## config.mk

```make
export PLATFORM = sky130hd
export DESIGN_NAME = pdm_audio_out
export DESIGN_NICKNAME = d
export VERILOG_FILES = /design/src/rtl/pdm_audio_out.sv
export SDC_FILE = /design/constraint.sdc
export NUM_CORES = 1
export LEC_CHECK = 0
export ABC_AREA = 1
export CAP_MARGIN = 40
export CORE_MARGIN = 4
export CORE_UTILIZATION = 45
export CTS_BUF_LIST = sky130_fd_sc_hd__clkbuf_2 sky130_fd_sc_hd__clkbuf_4 sky130_fd_sc_hd__clkbuf_8
export CTS_CLUSTER_SIZE = 24
export DETAILED_ROUTE_END_ITERATION = 12
export GPL_ROUTABILITY_DRIVEN = 1
export GPL_TIMING_DRIVEN = 1
export PLACE_DENSITY = 0.69
export SYNTH_ARGS = -nofsm -noshare
export SYNTH_HDL_FRONTEND = slang
export SYNTH_SLANG_ARGS = --single-unit
```

## constraint.sdc

```tcl
create_clock -name clock -period 2.2 [get_ports clock]
set_input_delay 0.33 -clock clock [delete_from_list [all_inputs] [get_ports clock]]
set_output_delay 0.33 -clock clock [all_outputs]
set_load 0.02 [all_outputs]
```

## src/rtl/pdm_audio_out.sv

```systemverilog
// rtl/pdm_audio_out.sv - FIFO-buffered serial PDM playback stage
//
// Purpose: buffers audio words delivered by an upstream deserializer and
// replays each one MSB first on a single serial line. Each bit is held for
// CLK_DIV clocks. Back-to-back words play with no gap between them.
//
// Ports:
//   clock     - sole clock, rising edge
//   reset_n   - synchronous, active-low reset
//   enable    - stage enable; low halts playback and ignores writes
//   done      - one-cycle strobe, data is valid
//   data      - WIDTH-bit word captured on done
//   audio_out - serial PDM bitstream (registered)
//   level     - words currently buffered, 0..DEPTH (registered)
//   overflow  - one-cycle pulse: incoming word dropped, FIFO full
//   underrun  - one-cycle pulse: word finished with FIFO empty
module pdm_audio_out #(
   parameter int WIDTH   = 16,
   parameter int CLK_DIV = 10,
   parameter int DEPTH   = 4
) (
   input  logic                         clock,
   input  logic                         reset_n,
   input  logic                         enable,
   input  logic                         done,
   input  logic [WIDTH-1:0]             data,
   output logic                         audio_out,
   output logic [$clog2(DEPTH+1)-1:0]   level,
   output logic                         overflow,
   output logic                         underrun
);

   localparam int LW = $clog2(DEPTH + 1);
   localparam int PW = $clog2(DEPTH);
   localparam int BW = (WIDTH > 1) ? $clog2(WIDTH) : 1;
   localparam int DW = (CLK_DIV > 1) ? $clog2(CLK_DIV) : 1;
   localparam logic [LW-1:0] FULL     = LW'(DEPTH);
   localparam logic [BW-1:0] LAST_BIT = BW'(WIDTH - 1);
   localparam logic [DW-1:0] LAST_DIV = DW'(CLK_DIV - 1);

   typedef enum logic {IDLE, SHIFT} state_t;

   state_t           state;
   logic [WIDTH-1:0] mem [DEPTH];
   logic [PW-1:0]    wr_ptr;
   logic [PW-1:0]    rd_ptr;
   logic [WIDTH-1:0] shreg;
   logic [BW-1:0]    bit_cnt;
   logic [DW-1:0]    div_cnt;

   logic word_end;
   logic pop;
   logic push;
   logic drop;

   // A pop frees a slot on the same edge, so a write into a full FIFO is
   // still accepted when the head word is being taken at that moment.
   always_comb begin
      word_end = (state == SHIFT) && (bit_cnt == LAST_BIT) && (div_cnt == LAST_DIV);
      pop      = enable && (level != '0) && ((state == IDLE) || word_end);
      push     = enable && done && ((level != FULL) || pop);
      drop     = enable && done && (level == FULL) && !pop;
   end

   always_ff @(posedge clock) begin
      if (!reset_n) begin
         state     <= IDLE;
         wr_ptr    <= '0;
         rd_ptr    <= '0;
         level     <= '0;
         shreg     <= '0;
         bit_cnt   <= '0;
         div_cnt   <= '0;
         audio_out <= 1'b0;
         overflow  <= 1'b0;
         underrun  <= 1'b0;
      end else begin
         overflow <= drop;
         underrun <= 1'b0;

         // Pointers wrap naturally because DEPTH is a power of two.
         if (push) begin
            mem[wr_ptr] <= data;
            wr_ptr      <= wr_ptr + 1'b1;
         end
         if (pop) begin
            rd_ptr <= rd_ptr + 1'b1;
         end
         case ({push, pop})
            2'b10:   level <= level + 1'b1;
            2'b01:   level <= level - 1'b1;
            default: ;
         endcase

         if (!enable) begin
            // The interrupted word is abandoned; buffered words stay put.
            state     <= IDLE;
            audio_out <= 1'b0;
            bit_cnt   <= '0;
            div_cnt   <= '0;
         end else if (pop) begin
            // Covers both the start from IDLE and the gapless chain at word end.
            shreg     <= mem[rd_ptr];
            audio_out <= mem[rd_ptr][WIDTH-1];
            bit_cnt   <= '0;
            div_cnt   <= '0;
            state     <= SHIFT;
         end else if (state == SHIFT) begin
            if (word_end) begin
               state     <= IDLE;
               audio_out <= 1'b0;
               underrun  <= 1'b1;
               bit_cnt   <= '0;
               div_cnt   <= '0;
            end else if (div_cnt == LAST_DIV) begin
               div_cnt   <= '0;
               bit_cnt   <= bit_cnt + 1'b1;
               shreg     <= {shreg[WIDTH-2:0], 1'b0};
               audio_out <= shreg[WIDTH-2];
            end else begin
               div_cnt <= div_cnt + 1'b1;
            end
         end
      end
   end

endmodule

```

# --- After elaboration in Yosys (flattened, before gate mapping) ---
# Memories as Yosys holds them, arrays and structs flattened. A register that Yosys moved wholly into a read port is not among the register bits.
# Cells that the tools add are included.
totals:
  mem_bits_rw: 64
  latch_bits: 0
  ff_bits: 34
  mem_count: 1
  rom_bits: 0
op_classes:
  eq_ne: 7
  mux: 22
  bitwise_logic: 3
  n_lt_le_gt_ge: 0
  reduce_logical: 23
  multipliers: 0
  shifts: 0
  n_div: 0
  add_sub_neg: 6
memory_table:
  columns: ["name", "depth", "word_bits", "rd", "rd_clocked_by_memory_dff", "wr", "line", "source"]
  rows:
  - ["mem", 4, 16, 1, 1, 1, "44", "logic [WIDTH-1:0] mem [DEPTH];"]
ops:
  columns: ["operator", "n"]
  rows:
  - ["15-bit 2-to-1 mux", 4]
  - ["4-bit 2-to-1 mux", 4]
  - ["1-bit 2-to-1 mux", 11]
  - ["4-bit by 1-bit adder with 4-bit output, second input constant", 2]
  - ["4-bit == test, second input constant", 2]
  - ["1-bit logical AND", 8]
  - ["2-bit nonzero test", 4]
  - ["3-bit one-hot mux with 2 select lines", 1]
  - ["2-bit AND reduction", 3]
  - ["3-bit nonzero test", 2]
  - ["2-bit by 1-bit adder with 2-bit output, second input constant", 2]
  - ["2-bit 2-to-1 mux", 2]
  - ["4-bit AND reduction", 1]
  - ["4-bit OR reduction", 1]
  - ["3-bit by 1-bit adder with 3-bit output, second input constant", 1]
  - ["3-bit == test, second input constant", 1]
  - ["3-bit != test, second input constant", 1]
  - ["1-bit inverter", 3]
  - ["3-bit OR reduction", 1]
  - ["3-bit by 1-bit subtractor with 3-bit output, second input constant", 1]
  - ["2-bit by 1-bit == test with 1-bit output, second input constant", 1]
  - ["2-bit == test, second input constant", 1]
  - ["1-bit logical OR", 2]
  - ["2-bit by 1-bit != test with 1-bit output, second input constant", 1]
  - ["1-bit zero test", 1]

# --- Logic depth before layout (Yosys ltp) ---
# Gate-level depths: netlist (run 1).
depth:
  word_depth: 10
  ltp_mapped: 13
  depth_no_buf: 13

# --- Worst setup path before layout (run 1) ---
# OpenSTA, ideal clock, no wires.
synth_timing:
  path_kind: "flip-flop to flip-flop"
  start: "register bit_cnt[0]"
  end: "memory mem[0][0] (enable)"
  slack_ns: -0.182
  synth_period_minus_slack_ns: 2.382
  stages_incl_launch_ff: 10
  t_arrival_ns: 1.994
  setup_time_ns: 0.389
  required_ns: 1.811
  path_cell_list: "dfxtp_1 ha_1 nand3_2 o21ai_4 nand2_4 nand2_1 nand2_1 inv_1 nand2_1 nor2_1"
synth_via:
  elab_chain_len: 10
synth_lines:
  columns: ["element", "line", "source"]
  rows:
  - ["start: declaration", "48", "logic [BW-1:0] bit_cnt;"]
  - ["start signal: assignment", "117", "bit_cnt <= bit_cnt + 1'b1;"]
  - ["4-bit == test", "59", "word_end = (state == SHIFT) && (bit_cnt == LAST_BIT) && (div_cnt == LAST_DIV);"]
  - ["1-bit logical AND (2 in series)", "59", null]
  - ["1-bit logical OR", "60", "pop = enable && (level != '0) && ((state == IDLE) || word_end);"]
  - ["1-bit logical AND", "60", null]
  - ["1-bit logical OR", "61", "push = enable && done && ((level != FULL) || pop);"]
  - ["1-bit logical AND", "61", null]
  - ["1-bit 2-to-1 mux", "82", "if (push) begin"]
  - ["1-bit 2-to-1 mux", "66", "if (!reset_n) begin"]
  - ["1-bit 2-to-1 mux (implied by the code)", "83", "mem[wr_ptr] <= data;"]
  - ["end: declaration", "44", null]
# No other way between the ends.

# --- Worst setup path after layout (run 1) ---
layout_timing:
  start: "register bit_cnt[0]"
  end: "memory mem[0][8] (enable)"
# The elaborated chain is that of the path after synthesis.

==> results.toml, run 1 <==
[layout]
final_cell_area_um2 = 4870
final_common_cell = "nor2_1"
final_nets = 480
fin_cells = 568
diodes = 0
mostFrequentLayoutCells = "72 x nor2_1, 65 x nand2_1, 64 x edfxtp_1"
drive_gt1_frac = 0.1225
syn2layout_area_growth_pct = 15.63

[die]
row_count = 35
io-pin-count = 26
die_h_um = 104.7
core_um2 = 9196
start_util = 0.4580
fp.dieW_um = 104.7
die-area_um2 = 10970

[synthesis]
synth_area_per_cell_um2 = 10.12
seq_area_frac_synth = 0.6275
synth_fp_nets = 444
synth.distinct_cells = 34
syn_inst = 416
synth_edf_count = 64
synth-main-ff-cell = "edfxtp_1"
async_reset_ff_frac = 0
ys_seq_elements = 100
yosysWarnings = 0
syn_area_um2 = 4212

[power]
power_density_nw_per_um2 = 783.8
ir_drop_uv = 565.1
p_leak_nw = 1.837
fin_total_pwr_mw = 3.817

[timing]
setup_viol = 0
tns_ps = 0
skew_ps = 9.922
worst-slew-pin-transition_ps = 432.1
hold_violations = 0
clock.fmax_ghz = 0.4883
slew_violations = 0
fin_ws_ps = 152.1
post-route-period-util = 0.9309
slew_headroom = 0.7116
rsz0062_at_grt = "no"
finalWorstPathRequiredPeriod_ps = 2048

[cts]
clock_path_buffers = 2
cts_made_buffers = 9
clock_latency_ps = 370
post-cts-setup-buffers = 0
cts_hold_buffers = 0
h-tree-depth = 3
cts_sinks = 100
path_clk_slew_ps = 100
cts_tree = "built"
cts_root_buffer = "clkbuf_8"

[setup_path]
endpoint_kind = "flip-flop"
cp-endpoint = "mem[0][8]"
r2r_end = "mem[0][8]"
r2r_cells = 10
r2r_slack_ps = 150
critPathMaxFanout = 8
critPathRequiredTime_ps = 2290
startpoint = "bit_cnt[0]"
crit_type = "flip-flop to flip-flop"
worstPathArrival_ps = 2130
start_kind = "flip-flop"
reg2reg_from = "bit_cnt[0]"

[placed_design]
place_ws_ps = -40.22
placed_cell_area_um2 = 4632
dp_cells = 552
place.gp.congestion = 0.7827
hpwlAfterDp_um = 5377
portBuffers = 25

[job]
maxCapViolCount = 0

[routing]
ant_nets = 0
routed_via_density = 4.982
remaining_drc_errors = 0
num_vias = 2830
wire_per_inst_um = 13.69
dr.first_iter.drc_count = 136
drt-pass1-iter-count = 4
totalWireLength_um = 7775

[grt]
grt-ovfl-total = 0
grt_max_degree = 34
groute.usage.overall = 0.1461
grt_pass1_wl_um = 12750
grt_antenna_before_repair = 0
grt_pass1_vias = 2664

[run_status]
status = "finished clean"

[hold_path]
hp-class = "flip-flop to flip-flop"
==> worst max-delay path, stage by stage, from the launching register on <==
cell     delay [ps]
dfxtp_1         380
ha_1            200
nand3_2         150
o21ai_4         220
nand2_4          90
nand2_1          90
nand2_1         110
inv_2           110
nand2_4         100
nor2_4          160
buf_6           160
==> cells in the mapped netlist (2+ instances only) <==
master | count | area share
nand2_2 | 3 | 0.0045
nor2_2 | 2 | 0.0030
nor2_1 | 76 | 0.068
nand4_1 | 3 | 0.0045
nand3_2 | 3 | 0.0071
o21ai_0 | 37 | 0.044
nand3_1 | 4 | 0.0048
o22ai_1 | 16 | 0.024
clkbuf_1 | 10 | 0.0089
nor3_1 | 5 | 0.0059
inv_1 | 37 | 0.033
xor2_1 | 3 | 0.0062
inv_2 | 2 | 0.0018
nand2_4 | 2 | 0.0053
nand2_1 | 66 | 0.059
buf_6 | 5 | 0.013
o21ai_1 | 12 | 0.014
o21bai_1 | 2 | 0.0036
dfxtp_1 | 36 | 0.17
a21oi_1 | 9 | 0.011
ha_1 | 7 | 0.021
edfxtp_1 | 64 | 0.46
==> where the power goes <==
| group | internal, mW | switching [mW] |
|---|---|---|
| clock | 0.432 | 0.669 |
| sequential | 2.06 | 0.0424 |
| combinational | 0.228 | 0.381 |
| total | 2.72 | 1.09 |
==> cell families (layout without fill, tap and decap cells) <==
| logic type | after synthesis | count (layout) | synth area share |
|---|---|---|---|
| simple gates | 166 | 166 | 0.1667 |
| flops | 100 | 100 | 0.6274 |
| compound gates | 81 | 81 | 0.1099 |
| buf+inv | 57 | 98 | 0.06209 |
| fa+ha+maj | 8 | 8 | 0.02555 |
| xor+xnor | 4 | 4 | 0.008320 |
==> worst min-delay path by stage <==
stage	from	end	cells after the start
2_1_floorplan	data[0]	mem[0][0]	0
3_3_place_gp	rd_ptr[1]	rd_ptr[1]	2
3_5_place_dp	shreg[0]	shreg[0]	2
4_1_cts	shreg[0]	shreg[0]	2
5_1_grt	shreg[0]	shreg[0]	2
6_report	shreg[0]	shreg[0]	2
==> routing by layer <==
| metal | GRT usage | vias to the layer above | part of all wire |
|---|---|---|---|
| met3 | 0.03397 | 11 | 0.039 |
| li1 | - | 1462 | - |
| met2 | 0.2379 | 43 | 0.47 |
| met4 | 0.05342 | 0 | 0.016 |
| met5 | 0 | - | 0 |
| met1 | 0.1910 | 1314 | 0.47 |
==> sequential cells by signal, summed over array words and instances, names as in the netlist, named ones only <==
register and flops:
state 1, mem 64, shreg 15, div_cnt 4, bit_cnt 4, overflow 1
rd_ptr 2, audio_out 1, underrun 1, wr_ptr 2, level 3
==> layout make-up <==
cell class	instances	area, um2
fill	831	4327
sequential	100	2643
multi-input combinational	259	1345
timing repair buffer	41	401.6
inverter	41	160.2
tap	111	138.9
clock buffer	9	123.9
clock inverter	7	57.56
==> per-stage QoR <==
| step | hold slack [ps] | utilization |
|---|---|---|
| 6_report | 469.4 | 0.5295 |
| 5_1_grt | 496.8 | 0.5295 |
| 4_1_cts | 471.5 | 0.5234 |
| 3_5_place_dp | 457.6 | 0.5037 |
| 3_3_place_gp | 450.6 | 0.5037 |
| 2_1_floorplan | 428.9 | - |
==> what timing repair did <==
action                                  CTS  global route
hold endpoints to repair                  0             0
endpoints found under the setup margin    0            64
gates resized for setup                   0            16
No activity file was read; power rests on OpenSTA's default activity.
==> inputs of run 2 (changes only) <==
DONT_BUFFER_PORTS = 1   (was default)
PLACE_DENSITY = 0.65   (was 0.69)
==> run 2 against run 1 <==
Compared with the run above: highest routed layer unchanged; via count decreased by 3.4%; design area decreased by 5.1%; flip-flop and latch count unchanged; worst setup slack got worse by 16 ps; combinational power decreased by 12%.
==> results.toml, run 2 (same netlist as run 1, synthesis figures left out) <==
[run_status]
status = "finished clean"

[timing]
slew_headroom = 0.7218
timing.hold.ws_ps = 52.81
worst-slew-pin-transition_ps = 416.8
finalWorstPathRequiredPeriod_ps = 2064
slew_violations = 0
skew_ps = 12.71
post-route-period-util = 0.9381
fin_ws_ps = 136.1
setup_viol = 0
clock.fmax_ghz = 0.4845
hold_violations = 0

[cts]
cts_hold_buffers = 0
cts_root_buffer = "clkbuf_8"
h-tree-depth = 3
cts_tree = "built"
cts_sinks = 100
post-cts-setup-buffers = 0
cts_made_buffers = 9
path_clk_slew_ps = 110
cts.repair.resized = 0
clock_latency_ps = 360
clock_path_buffers = 2

[routing]
dr.first_iter.drc_count = 145
remaining_drc_errors = 0
num_vias = 2734
ant_nets = 0
drt-pass1-iter-count = 4
totalWireLength_um = 7614
wire_per_inst_um = 14.02
routed_via_density = 5.035

[die]
start_util = 0.4580
die-area_um2 = 10970
core_um2 = 9196
die_h_um = 104.7
fp.dieW_um = 104.7
io-pin-count = 26
row_count = 35

[layout]
mostFrequentLayoutCells = "72 x nor2_1, 65 x nand2_1, 64 x edfxtp_1"
regMostFlops = "mem"
multi_input_area_um2 = 1335
drive_gt1_frac = 0.1366
diodes = 0
register_area_um2 = 2645
syn2layout_area_growth_pct = 9.715
largest_register_ffs = 64
fillers = 851
final_common_cell = "nor2_1"
largestRegisters = "mem: 64 flops, shreg: 15 flops"
final_nets = 455
final_cell_area_um2 = 4621

[power]
power_density_nw_per_um2 = 817.9
p_leak_nw = 1.741
fin_total_pwr_mw = 3.779
ir_drop_uv = 461.8

[hold_path]
min-delay-start = "data[3]"
hp-class = "input port to flip-flop"

[grt]
grt_pass1_vias = 2670
grt-ovfl-total = 0
groute.usage.overall = 0.1437
grt_antenna_before_repair = 0
grt_pass1_wl_um = 12650
grt_max_degree = 34

[job]
maxCapViolCount = 0

[placed_design]
place_ws_ps = 69.84
portBuffers = 0
placed_cell_area_um2 = 4369
place.gp.congestion = 0.7779
hpwlAfterDp_um = 5228

[setup_path]
start_kind = "flip-flop"
startpoint = "div_cnt[1]"
reg2reg_from = "div_cnt[1]"
worstPathArrival_ps = 2140
endpoint_kind = "flip-flop"
critPathMaxFanout = 6
critPathRequiredTime_ps = 2270
crit_type = "flip-flop to flip-flop"
## run 2: where the power goes
part	internal, mW	total (mW)	switching, mW
Combinational	0.182	0.536	0.354
Clock	0.450	1.15	0.695
Sequential	2.07	2.10	0.0327
## run 2: critical path: stages, from the launching register on
cell and delay, ps:
dfxtp_1 340, inv_1 70, ha_1 150, nand3_2 130, o21ai_4 220, nand2_4 100, nand2_1 90, nand2_1 90
inv_1 110, nand2_2 120, nor2_2 150, buf_4 190
## run 2: area by class of cell
cell class,count,share of cell area
timing repair buffer,16,0.03087
clock buffer,9,0.02681
sequential,100,0.5724
tap,111,0.03006
multi-input combinational,259,0.2889
inverter,41,0.03466
clock inverter,7,0.01625
## run 2: final timing paths
kind                                    to  slack (ps)  depth (start not counted)
worst min register to register    shreg[0]         470                          2
worst min-delay path             mem[0][3]          50                          0
worst max register to register  mem[3][14]         140                         11
worst max-delay path            mem[3][14]         140                         11
## run 2: metal layers
metal | track usage | routed length, um
met3 | 0.04324 | 323
met2 | 0.2369 | 3645
met5 | 0 | 0
met1 | 0.1793 | 3583
met4 | 0.05061 | 62
## run 2: through the flow
stage | cells | setup TNS [ps] | util
floorplan | 416 | -11670 | -
global route | 543 | -323.0 | 0.5024
global placement | 527 | 0 | 0.4751
finish | 543 | 0 | 0.5024
CTS | 543 | 0 | 0.4967
detailed placement | 527 | 0 | 0.4751
==> inputs of run 3 (changes only) <==
TNS_END_PERCENT = 1   (was default)
==> run 3 against run 2 <==
Compared with the run above: clock skew rose by 1.5 ps; core utilization about the same; sequential power is essentially flat; sequential share of layout area barely moved; clock power about the same; die area unchanged; register-to-register slack about the same; design area hardly changed; first-iteration DRC count is 5.5% higher; fmax rose by 0.33%; routed wire length shrank 0.35%; worst hold slack about the same; critical endpoint unchanged.
==> results.toml, run 3 (same netlist as run 1, synthesis figures left out) <==
[layout]
diodes = 0
final_core_utilization = 0.5020
largest_register_ffs = 64
drive_gt1_frac = 0.1366
regMostFlops = "mem"
largestRegisters = "mem: 64 flops, shreg: 15 flops"
fillers = 851
final_common_cell = "nor2_1"
final_nets = 455
syn2layout_area_growth_pct = 9.626
mostFrequentLayoutCells = "72 x nor2_1, 65 x nand2_1, 64 x edfxtp_1"
fin_cells = 543

[placed_design]
place.gp.congestion = 0.7779
hpwlAfterDp_um = 5228
dp_cells = 527
portBuffers = 0
place_ws_ps = 69.84

[hold_path]
hp-class = "input port to flip-flop"
hold_depth = 0

[power]
fin_total_pwr_mw = 3.778
ir_drop_uv = 462.8
p_int_mw = 2.697
netSwitchingFraction = 0.2861
pwr-share-seq = 0.555
power_density_nw_per_um2 = 818.3
p_leak_nw = 1.741
p_clk_frac = 0.303
comb_power_share = 0.141
switchingPower_mw = 1.081

[cts]
cts_sinks = 100
path_clk_slew_ps = 110
clock_latency_ps = 370
cts_made_buffers = 9
cts_root_buffer = "clkbuf_8"
cts_tree = "built"
h-tree-depth = 3
clock_path_buffers = 2
cts_hold_buffers = 0
post-cts-setup-buffers = 0

[routing]
remaining_drc_errors = 0
drt-pass1-iter-count = 4
routed_via_density = 5.020
num_vias = 2726
wire_per_inst_um = 13.97
dr.first_iter.drc_count = 153
ant_nets = 0
totalWireLength_um = 7587

[setup_path]
r2r_cells = 11
start_kind = "flip-flop"
crit_type = "flip-flop to flip-flop"
cp-endpoint = "mem[3][14]"
r2r_end = "mem[3][14]"
reg2reg_from = "div_cnt[1]"
endpoint_kind = "flip-flop"
r2r_slack_ps = 140
startpoint = "div_cnt[1]"
worstPathArrival_ps = 2130
critPathRequiredTime_ps = 2270
critPathMaxFanout = 6

[grt]
groute.usage.overall = 0.1437
grt_pass1_wl_um = 12650
grt_max_degree = 34
grt_pass1_vias = 2670
grt_antenna_before_repair = 0
grt-ovfl-total = 0

[timing]
fin_ws_ps = 142.9
skew_ps = 14.25
worst-slew-pin-transition_ps = 419.7
hold_violations = 0
timing.hold.ws_ps = 53.12
slew_headroom = 0.7199
rsz0062_at_grt = "yes"
finalWorstPathRequiredPeriod_ps = 2057
slew_violations = 0
post-route-period-util = 0.9351
clock.fmax_ghz = 0.4861
setup_viol = 0

[die]
row_count = 35
die-area_um2 = 10970
core_um2 = 9196
die_h_um = 104.7
start_util = 0.4580
io-pin-count = 26
fp.dieW_um = 104.7

[run_status]
status = "finished clean"

[job]
maxCapViolCount = 0
==> run 3: cell count changes in the layout (fill, tap and decap cells not counted) <==
cell / change
buf_4: +1
buf_6: -1
==> run 3: worst max-delay path: stages (launching register included) <==
cell and delay, ps:
dfxtp_1 340, inv_1 70, ha_1 150, nand3_2 130, o21ai_4 220, nand2_4 100, nand2_1 90, nand2_1 90
inv_1 110, nand2_2 120, nor2_2 140, buf_4 180
==> run 3: layout make-up <==
| class | instances | area, um2 | share of cell area |
|---|---|---|---|
| Inverter | 41 | 160.2 | 0.03469 |
| Multi-Input combinational cell | 259 | 1335 | 0.2892 |
| Clock buffer | 9 | 123.9 | 0.02683 |
| Timing Repair Buffer | 16 | 138.9 | 0.03008 |
| Clock inverter | 7 | 75.07 | 0.01626 |
| Sequential cell | 100 | 2645 | 0.5729 |
| Tap cell | 111 | 138.9 | 0.03008 |
==> run 3: power groups by stage <==
stage	combinational [mW]	clock [mW]	sequential, mW
2_1_floorplan	0.423	0	2.15
3_5_place_dp	0.529	0	2.14
3_3_place_gp	0.523	0	2.14
5_1_grt	0.613	1.25	2.11
6_report	0.535	1.15	2.10
4_1_cts	0.533	1.18	2.10
==> run 3: worst min path at each step <==
stage,slack [ps],endpoint,from
floorplan,430,mem[0][0],data[0]
global placement,430,mem[1][4],data[4]
detailed placement,430,mem[0][4],data[4]
CTS,20,mem[0][3],data[3]
global route,20,mem[3][0],data[0]
finish,50,mem[0][3],data[3]
==> run 3: metrics by stage <==
stage / cell area, um2 / TNS [ps]
floorplan: 4212 / -11670
detailed placement: 4369 / 0
global route: 4617 / -108.2
finish: 4617 / 0
global placement: 4369 / 0
CTS: 4568 / 0
==> run 3: what timing repair did <==
item                                   in CTS  in global routing
setup endpoints to repair                   0                 65
gates resized for setup                     0                 15
endpoints found under the hold margin       0                  0
==> run 3: metal layers <==
layer | routed length, um | vias up | GRT usage
li1 | - | 1408 | -
met1 | 3588 | 1268 | 0.1793
met2 | 3578 | 40 | 0.2369
met3 | 320 | 10 | 0.04324
met4 | 99 | 0 | 0.05061
met5 | 0 | - | 0
